## config.mk

```make
export PLATFORM = sky130hd
export DESIGN_NAME = butterfly_pair_reader
export DESIGN_NICKNAME = d
export VERILOG_FILES = /design/src/rtl/butterfly_pair_reader.sv
export SDC_FILE = /design/constraint.sdc
export NUM_CORES = 1
export LEC_CHECK = 0
export CAP_MARGIN = 20
export CORE_MARGIN = 1.5
export CORE_UTILIZATION = 35
export DETAILED_ROUTE_END_ITERATION = 12
export PLACE_DENSITY_LB_ADDON = 0.05
export SYNTH_ARGS = -nofsm -noshare
export SYNTH_HDL_FRONTEND = slang
export SYNTH_SLANG_ARGS = --single-unit
```

## constraint.sdc

```tcl
create_clock -name clk -period 3.7 [get_ports clk]
set_input_delay 0.555 -clock clk [delete_from_list [all_inputs] [get_ports clk]]
set_output_delay 0.555 -clock clk [all_outputs]
set_load 0.1 [all_outputs]
```

## src/rtl/butterfly_pair_reader.sv

```systemverilog
// Read-side address generator and pair collector for one radix-2 DIT FFT stage.
// For each butterfly it reads the top leg then the bottom leg (one address per cycle),
// pairs the returned samples and presents them with the top-leg pointer and twiddle index.
//
// Ports:
//   clk, rst_n          clock, asynchronous active-low reset
//   start, stage        begin a pass (IDLE only); stage is clamped to SIZE-1
//   rd_en, rd_addr      memory read strobe and address
//   rd_re, rd_im        read data, valid the cycle after rd_en
//   Re_o_1, Im_o_1      top-leg sample of the presented pair
//   Re_o_2, Im_o_2      bottom-leg sample of the presented pair
//   rd_ptr, tw_idx      top-leg address and twiddle exponent of the presented pair
//   out_valid, done     pair strobe; done marks the last pair of the pass
//   busy                high while a pass is in progress
module butterfly_pair_reader #(
  parameter int unsigned bit_width = 16,
  parameter int unsigned SIZE      = 8
) (
  input  logic                        clk,
  input  logic                        rst_n,
  input  logic                        start,
  input  logic [3:0]                  stage,
  output logic                        rd_en,
  output logic [SIZE-1:0]             rd_addr,
  input  logic signed [bit_width-1:0] rd_re,
  input  logic signed [bit_width-1:0] rd_im,
  output logic signed [bit_width-1:0] Re_o_1,
  output logic signed [bit_width-1:0] Im_o_1,
  output logic signed [bit_width-1:0] Re_o_2,
  output logic signed [bit_width-1:0] Im_o_2,
  output logic [SIZE-1:0]             rd_ptr,
  output logic [SIZE-2:0]             tw_idx,
  output logic                        out_valid,
  output logic                        busy,
  output logic                        done
);

  localparam logic [SIZE-2:0] LastB = {(SIZE-1){1'b1}};

  typedef enum logic [1:0] {StIdle, StReadTop, StReadBot, StDrain} state_e;

  function automatic logic [SIZE-1:0] span_of(input logic [3:0] s);
    return SIZE'(1) << s;
  endfunction

  function automatic logic [SIZE-1:0] top_of(input logic [SIZE-2:0] b, input logic [3:0] s);
    logic [SIZE-1:0] bx;
    logic [SIZE-1:0] pos;
    bx  = {1'b0, b};
    pos = bx & (span_of(s) - SIZE'(1));
    return ((bx >> s) << (s + 4'd1)) | pos;
  endfunction

  function automatic logic [SIZE-2:0] tw_of(input logic [SIZE-2:0] b, input logic [3:0] s);
    logic [SIZE-1:0] pos;
    logic [SIZE-1:0] tmp;
    pos = {1'b0, b} & (span_of(s) - SIZE'(1));
    tmp = pos << (4'(SIZE-1) - s);
    return tmp[SIZE-2:0];
  endfunction

  state_e          state_q, state_d;
  logic [SIZE-2:0] b_q, b_d;
  logic [3:0]      s_q, s_d;
  logic            drain_q, drain_d;

  // Address of the access happening this cycle, and its pair metadata.
  logic [SIZE-1:0] rd_addr_q;
  logic [SIZE-1:0] top_q;
  logic [SIZE-2:0] tw_q;

  // Metadata delayed one cycle to line up with the returned data.
  logic                        top_ret_q, bot_ret_q, last_ret_q;
  logic [SIZE-1:0]             ptr_ret_q;
  logic [SIZE-2:0]             tw_ret_q;
  logic signed [bit_width-1:0] hold_re_q, hold_im_q;

  always_comb begin
    state_d = state_q;
    b_d     = b_q;
    s_d     = s_q;
    drain_d = drain_q;
    unique case (state_q)
      StIdle: begin
        if (start) begin
          state_d = StReadTop;
          b_d     = '0;
          s_d     = (32'(stage) >= SIZE) ? 4'(SIZE-1) : stage;
        end
      end
      StReadTop: state_d = StReadBot;
      StReadBot: begin
        if (b_q == LastB) begin
          state_d = StDrain;
          drain_d = 1'b0;
        end else begin
          state_d = StReadTop;
          b_d     = b_q + 1'b1;
        end
      end
      StDrain: begin
        // Two cycles: one for the last read data, one for the output register.
        if (drain_q) state_d = StIdle;
        else         drain_d = 1'b1;
      end
      default: state_d = StIdle;
    endcase
  end

  always_ff @(posedge clk or negedge rst_n) begin
    if (!rst_n) begin
      state_q   <= StIdle;
      b_q       <= '0;
      s_q       <= '0;
      drain_q   <= 1'b0;
      rd_addr_q <= '0;
      top_q     <= '0;
      tw_q      <= '0;
    end else begin
      state_q <= state_d;
      b_q     <= b_d;
      s_q     <= s_d;
      drain_q <= drain_d;
      if (state_d == StReadTop) begin
        rd_addr_q <= top_of(b_d, s_d);
        top_q     <= top_of(b_d, s_d);
        tw_q      <= tw_of(b_d, s_d);
      end else if (state_d == StReadBot) begin
        rd_addr_q <= top_q + span_of(s_q);
      end
    end
  end

  always_ff @(posedge clk or negedge rst_n) begin
    if (!rst_n) begin
      top_ret_q  <= 1'b0;
      bot_ret_q  <= 1'b0;
      last_ret_q <= 1'b0;
      ptr_ret_q  <= '0;
      tw_ret_q   <= '0;
      hold_re_q  <= '0;
      hold_im_q  <= '0;
      Re_o_1     <= '0;
      Im_o_1     <= '0;
      Re_o_2     <= '0;
      Im_o_2     <= '0;
      rd_ptr     <= '0;
      tw_idx     <= '0;
      out_valid  <= 1'b0;
      done       <= 1'b0;
    end else begin
      top_ret_q  <= (state_q == StReadTop);
      bot_ret_q  <= (state_q == StReadBot);
      last_ret_q <= (state_q == StReadBot) && (b_q == LastB);
      if (state_q == StReadBot) begin
        ptr_ret_q <= top_q;
        tw_ret_q  <= tw_q;
      end
      if (top_ret_q) begin
        hold_re_q <= rd_re;
        hold_im_q <= rd_im;
      end
      out_valid <= bot_ret_q;
      done      <= bot_ret_q && last_ret_q;
      if (bot_ret_q) begin
        Re_o_1 <= hold_re_q;
        Im_o_1 <= hold_im_q;
        Re_o_2 <= rd_re;
        Im_o_2 <= rd_im;
        rd_ptr <= ptr_ret_q;
        tw_idx <= tw_ret_q;
      end
    end
  end

  assign rd_en   = (state_q == StReadTop) || (state_q == StReadBot);
  assign rd_addr = rd_addr_q;
  assign busy    = (state_q != StIdle);

endmodule
```

# Yosys cells after proc, flatten, opt, wreduce, memory -nomap -nowiden
# Index checks and enable logic that the tools add are counted.
[classes]
n_addsub = 5
magnitude_cmp = 1
eq_ne = 7
shifts = 5
mux = 14
bitwise_logic = 2
n_reduce_logical = 8
[op_table]
columns = ["op", "n"]
rows = [
  ["$mux W8", 2],
  ["$shl A1 B4 Y8 const A", 2],
  ["$mux W7", 2],
  ["$pmux W7 S2", 1],
  ["$mux W4", 3],
  ["$add A8 B8 Y8", 1],
  ["$and A7 B8 Y8", 1],
  ["$or A8 B8 Y8", 1],
  ["$pmux W2 S4", 1],
  ["$shl A8 B4 Y7", 1],
  ["$shl A8 B4 Y8", 1],
  ["$shr A7 B4 Y8", 1],
  ["$sub A8 B1 Y8 const B", 1],
  ["$add A7 B1 Y7 const B", 1],
  ["$eq A7 B7 Y1 const B", 1],
  ["$eq A2 B2 Y1 const B", 3],
  ["$mux W2", 3],
  ["$reduce_bool A2 Y1", 3],
  ["$add A4 B1 Y4 const B", 1],
  ["$eq A2 B1 Y1 const B", 2],
  ["$ge A4 B4 Y1 const B", 1],
  ["$sub A3 B4 Y4 const A", 1],
  ["$logic_and A1 B1 Y1", 2],
  ["$logic_not A2 Y1", 1],
  ["5 further kinds", 5],
]
[totals]
ff_bits = 168
in_bits = 39
output_inout_bits = 91
elab_cells = 64

# Logic depth before layout (Yosys ltp)
[logic_depth]
word_depth = 9
mapped_depth = 15
ltp_nobuf = 13

# Worst setup path after synthesis
# OpenSTA, ideal clock, no wires.
[synth_path]
path_type = "register to register"
startpoint = "register state_q[0]"
endpoint = "register rd_addr_q[4] (netlist: rd_addr[4])"
setup_ps = 132
t_arrival_ps = 3108
required_time_ps = 3568
path_slack_ps = 461
stages_incl_launch_ff = 13
path_buffers = 4
synth_period_minus_slack_ps = 3239
path_cell_list = "dfrtp_1 > inv_1 > ha_1 > clkbuf_1 > clkbuf_1 > clkbuf_1 > a311oi_1 > a21oi_1 > ha_1 > dlygate4sd3_1 > nand2_1 > o31a_1 > o31ai_1"
[synth_via]
word_cells_on_any_way = 20
cone_classes = "add/sub: 2; eq/ne: 5; shift: 3; mux: 6; bitwise: 2; reduce/logical: 2"
[synth_lines]
columns = ["element", "line_no", "rtl"]
rows = [
  ["start, declared", "62", "state_e state_q, state_d;"],
  ["start signal, assigned", "112", "state_q <= StIdle;"],
  ["start signal, assigned", "120", "state_q <= state_d;"],
  ["$eq A2 B2 Y1 (tied with other cells)", "83", "unique case (state_q)"],
  ["$pmux W2 S4 (*)", "83", ""],
  ["net state_d[0]", "62", ""],
  ["$eq A2 B1 Y1 or $eq A2 B2 Y1 (tied branches)", "124, 128", ""],
  ["$mux W8 or $reduce_bool A2 Y1 (tied branches)", "--", ""],
  ["end signal, assigned", "125", "rd_addr_q <= top_of(b_d, s_d);"],
  ["end signal, assigned", "129", "rd_addr_q <= top_q + span_of(s_q);"],
  ["end, declared", "68", "logic [SIZE-1:0] rd_addr_q;"],
]
# Mark *: on every way through the listed nets, which the timed path passes. The rest lies on a longest branch.
# A chain may end at the register's enable or synchronous reset.

# Final worst setup path
[layout_path]
startpoint = "register state_q[0]"
endpoint = "register rd_addr_q[3] (netlist: rd_addr[3])"
[layout_via]
elab_chain_cells = 7
word_cells_on_any_way = 20
cone_classes = "add/sub: 2; eq/ne: 5; shift: 3; mux: 6; bitwise: 2; reduce/logical: 2"
[layout_lines]
columns = ["element"]
rows = [
  ["parallel branches: the longest is 7 deep, another holds $shr A7 B4 Y8"],
]
# Parallel ways; which one is timed is not known.

==> out/metrics.csv <==
stage,metric,value,unit
grt,vias in the first global route,5408,
synth,mux share of post-synthesis cell area,19.3,%
critical_path,Startpoint Class,flip-flop,
grt,grt peak-use layer,met2,
synth,Synth Instances,596,
place,hpwl dp,13400,µm
timing,Worst slew margin,30.2,%
route,drt drc,0,
route,post-route ant nets,0,
timing,Final min period,3180,ps
die,Die Wd,151,µm
critical_path,CP Class,flip-flop to flip-flop,
grt,largest net degree at the start of global routing,110,
synth,ys async rst share,100,%
timing,fin crit share,86.0,%
route,drt via density,5.11,
synth,xor/xnor cell area share of the yosys netlist,0.690,%
synth,adder and majority gate portion of the synthesized area,2.89,%
clock_network,Clock Tree Root,clkbuf_16,
clock_network,clock slew seen by the registers of the worst setup and hold paths,70,ps
synth,area of the mapped netlist,0.00761,mm²
synth,ys flop type,dfrtp_1,
die,num ports,130,
synth,largest family of logic cells by synthesized area,multiplexers,
die,Core Footprint,0.0212,mm²
die,FP Rows,53,
grt,GRT Total Usage,17.4,%
timing,Clock Skew,8.98,ps
finish,"commonest cells after routing, fill and taps aside","167 x dfrtp_1, 128 x mux2_2, 126 x clkdlybuf4s50_1",
route,Starting DRT DRC Count,209,
synth,register bit total from synthesis,168,
timing,Slew @ Worst Pin,1040,ps
die,die span in y,151,µm
critical_path,Worst R2R Setup Slack,520,ps
finish,Fillers,1906,
finish,"leading cell type in the layout, fill and taps excluded",dfrtp_1,
route,wire per inst,18.3,µm
synth,Mapped Nets,652,
clock_network,postcts setup bufs,0,
critical_path,Arrival @ worst endpoint,3490,ps
timing,max frequency,314,MHz
critical_path,CP required,4010,ps
die,die area,0.0227,mm²
finish,nets,790,
critical_path,CP endpoint kind,flip-flop,
status,status,completed,
finish,ratio of cells with drive above 1 in the final layout,27.7,%
run,Max Cap Viol,0,
timing,total negative setup slack,0,ps
route,Vias,5225,
clock_network,post-CTS resize count,0,
synth,area share of and/or/nand/nor cells after synthesis,8.05,%
finish,n_diodes,0,
grt,met1 Use GR,23.8,%
timing,Final Setup Violations,0,
clock_network,Clock Latency Late Sink,430,ps
grt,GR Overflow Total,0,
finish,Synth-to-Final Area Change,29.6,%
place,I/O Buffers,129,
clock_network,CTS tree,done,
clock_network,Hold Buf Count CTS,0,
synth,post-synth cell types,78,
grt,met2 Track Usage GR,27.5,%
grt,first-pass GRT wire length,29900,µm
route,final WL,18700,µm
hold_path,Tightest Hold Check Type,primary input to async pin,
synth,Syn Area/Cell,12.8,µm²
synth,Post-synth EDFFs,0,
place,final RePlAce weighted congestion,0.854,
grt,initial antenna violation count,0,
die,Initial Util,36.0,%
grt,GR Layer Usage met3,3.70,%
timing,final number of max-transition violations,0,
critical_path,peak fanout along the critical path,12,
clock_network,CTS buffer count,17,
route,router iterations before antenna repair,4,
synth,Yosys warning count,0,
synth,post-synthesis sequential area ratio,55.2,%
timing,RSZ-0062 raised after global routing,no,
clock_network,Clock Tree Buf Depth,2,
clock_network,# H-tree levels,4,
synth,Synth Area in Compound Gates,9.99,%
timing,Hold Fails Final Rpt,0,
clock_network,Clock Sinks,168,
[path summary, 6_finish.rpt]
| kind | startpoint | end | depth (start not counted) |
|---|---|---|---|
| worst max-delay path | state_q[0] | rd_addr[3] | 11 |
| worst min-delay path | rst_n | Re_o_2[6] | 1 |
| worst max register to register | state_q[0] | rd_addr[3] | 11 |
| worst min register to register | last_ret_q | done | 1 |
| max in group asynchronous | rst_n | hold_im_q[10] | 3 |
| min in group clk | last_ret_q | done | 1 |
[per-layer routing]
metal / wire length (µm) / vias to the layer above
met1: 8820 / 2611
met3: 855 / 22
met4: 242 / 0
met2: 8760 / 137
li1: - / 2455
met5: 0 / -
[synth_stat cells, types with 8 or more instances]
| cell type | count | area, µm² |
|---|---|---|
| nand2_1 | 22 | 82.6 |
| nor2_1 | 30 | 113 |
| o21ai_0 | 15 | 75.1 |
| nor3_1 | 10 | 50.1 |
| mux2_2 | 128 | 1440 |
| nand4_1 | 9 | 56.3 |
| dfrtp_1 | 168 | 4200 |
| a31oi_1 | 9 | 56.3 |
| ha_1 | 16 | 200 |
| a21oi_1 | 19 | 95.1 |
| inv_1 | 25 | 93.8 |
| nand3_1 | 8 | 40.0 |
| clkbuf_1 | 15 | 56.3 |
[through the flow]
step | std cells | setup slack (ps) | instance area (µm²) | hold slack (ps) | util (%)
finish | 1022 | 518 | 9870 | 14.5 | 46.6
global route | 1022 | 282 | 9870 | 15.0 | 46.6
CTS | 1020 | 528 | 9810 | 309 | 46.4
detailed placement | 988 | 265 | 9210 | 454 | 43.5
global placement | 988 | 357 | 9210 | 463 | 43.5
floorplan | 596 | 461 | 7610 | 259 | -
[area by class of cell]
cell class              count  area [µm²]  area share [%]
clock buffers              17         425            4.31
clock inverters            15         179            1.81
inverters                  27         103            1.04
multi-input cells         371        3120            31.6
flip-flops and latches    168        4210            42.6
well taps                 275         344            3.49
repair buffers            149        1490            15.1
[kinds of logic after synthesis]
| logic type | count (synthesis) |
|---|---|
| XOR/XNOR | 6 |
| buffers and inverters | 57 |
| flip-flops | 168 |
| multiplexers | 131 |
| AND/OR/NAND/NOR | 115 |
| AO/OA/AOI/OAI | 102 |
| adder cells (fa/ha/maj) | 17 |
[state kept, by name, indices dropped and copies added (netlist names), 2 cells and up]
name,cells
Im_o_1,16
Im_o_2,16
Re_o_1,16
Re_o_2,16
b_q,7
hold_im_q,16
hold_re_q,16
ptr_ret_q,8
rd_addr,8
rd_ptr,8
s_q,4
state_q,2
top_q,8
tw_idx,7
tw_q,7
tw_ret_q,7
[critical path, stage by stage, from the launching register on]
cell,delay [ps]
dfrtp_1,420
inv_1,140
ha_1,440
a21oi_1,180
or4_4,570
clkinv_2,120
ha_1,270
nand2_1,180
a21oi_1,210
or3_1,160
o211ai_1,150
a22o_1,220
Power is not shown: default switching activity piles up to over one toggle a cycle in this logic, so the estimate is an artifact.
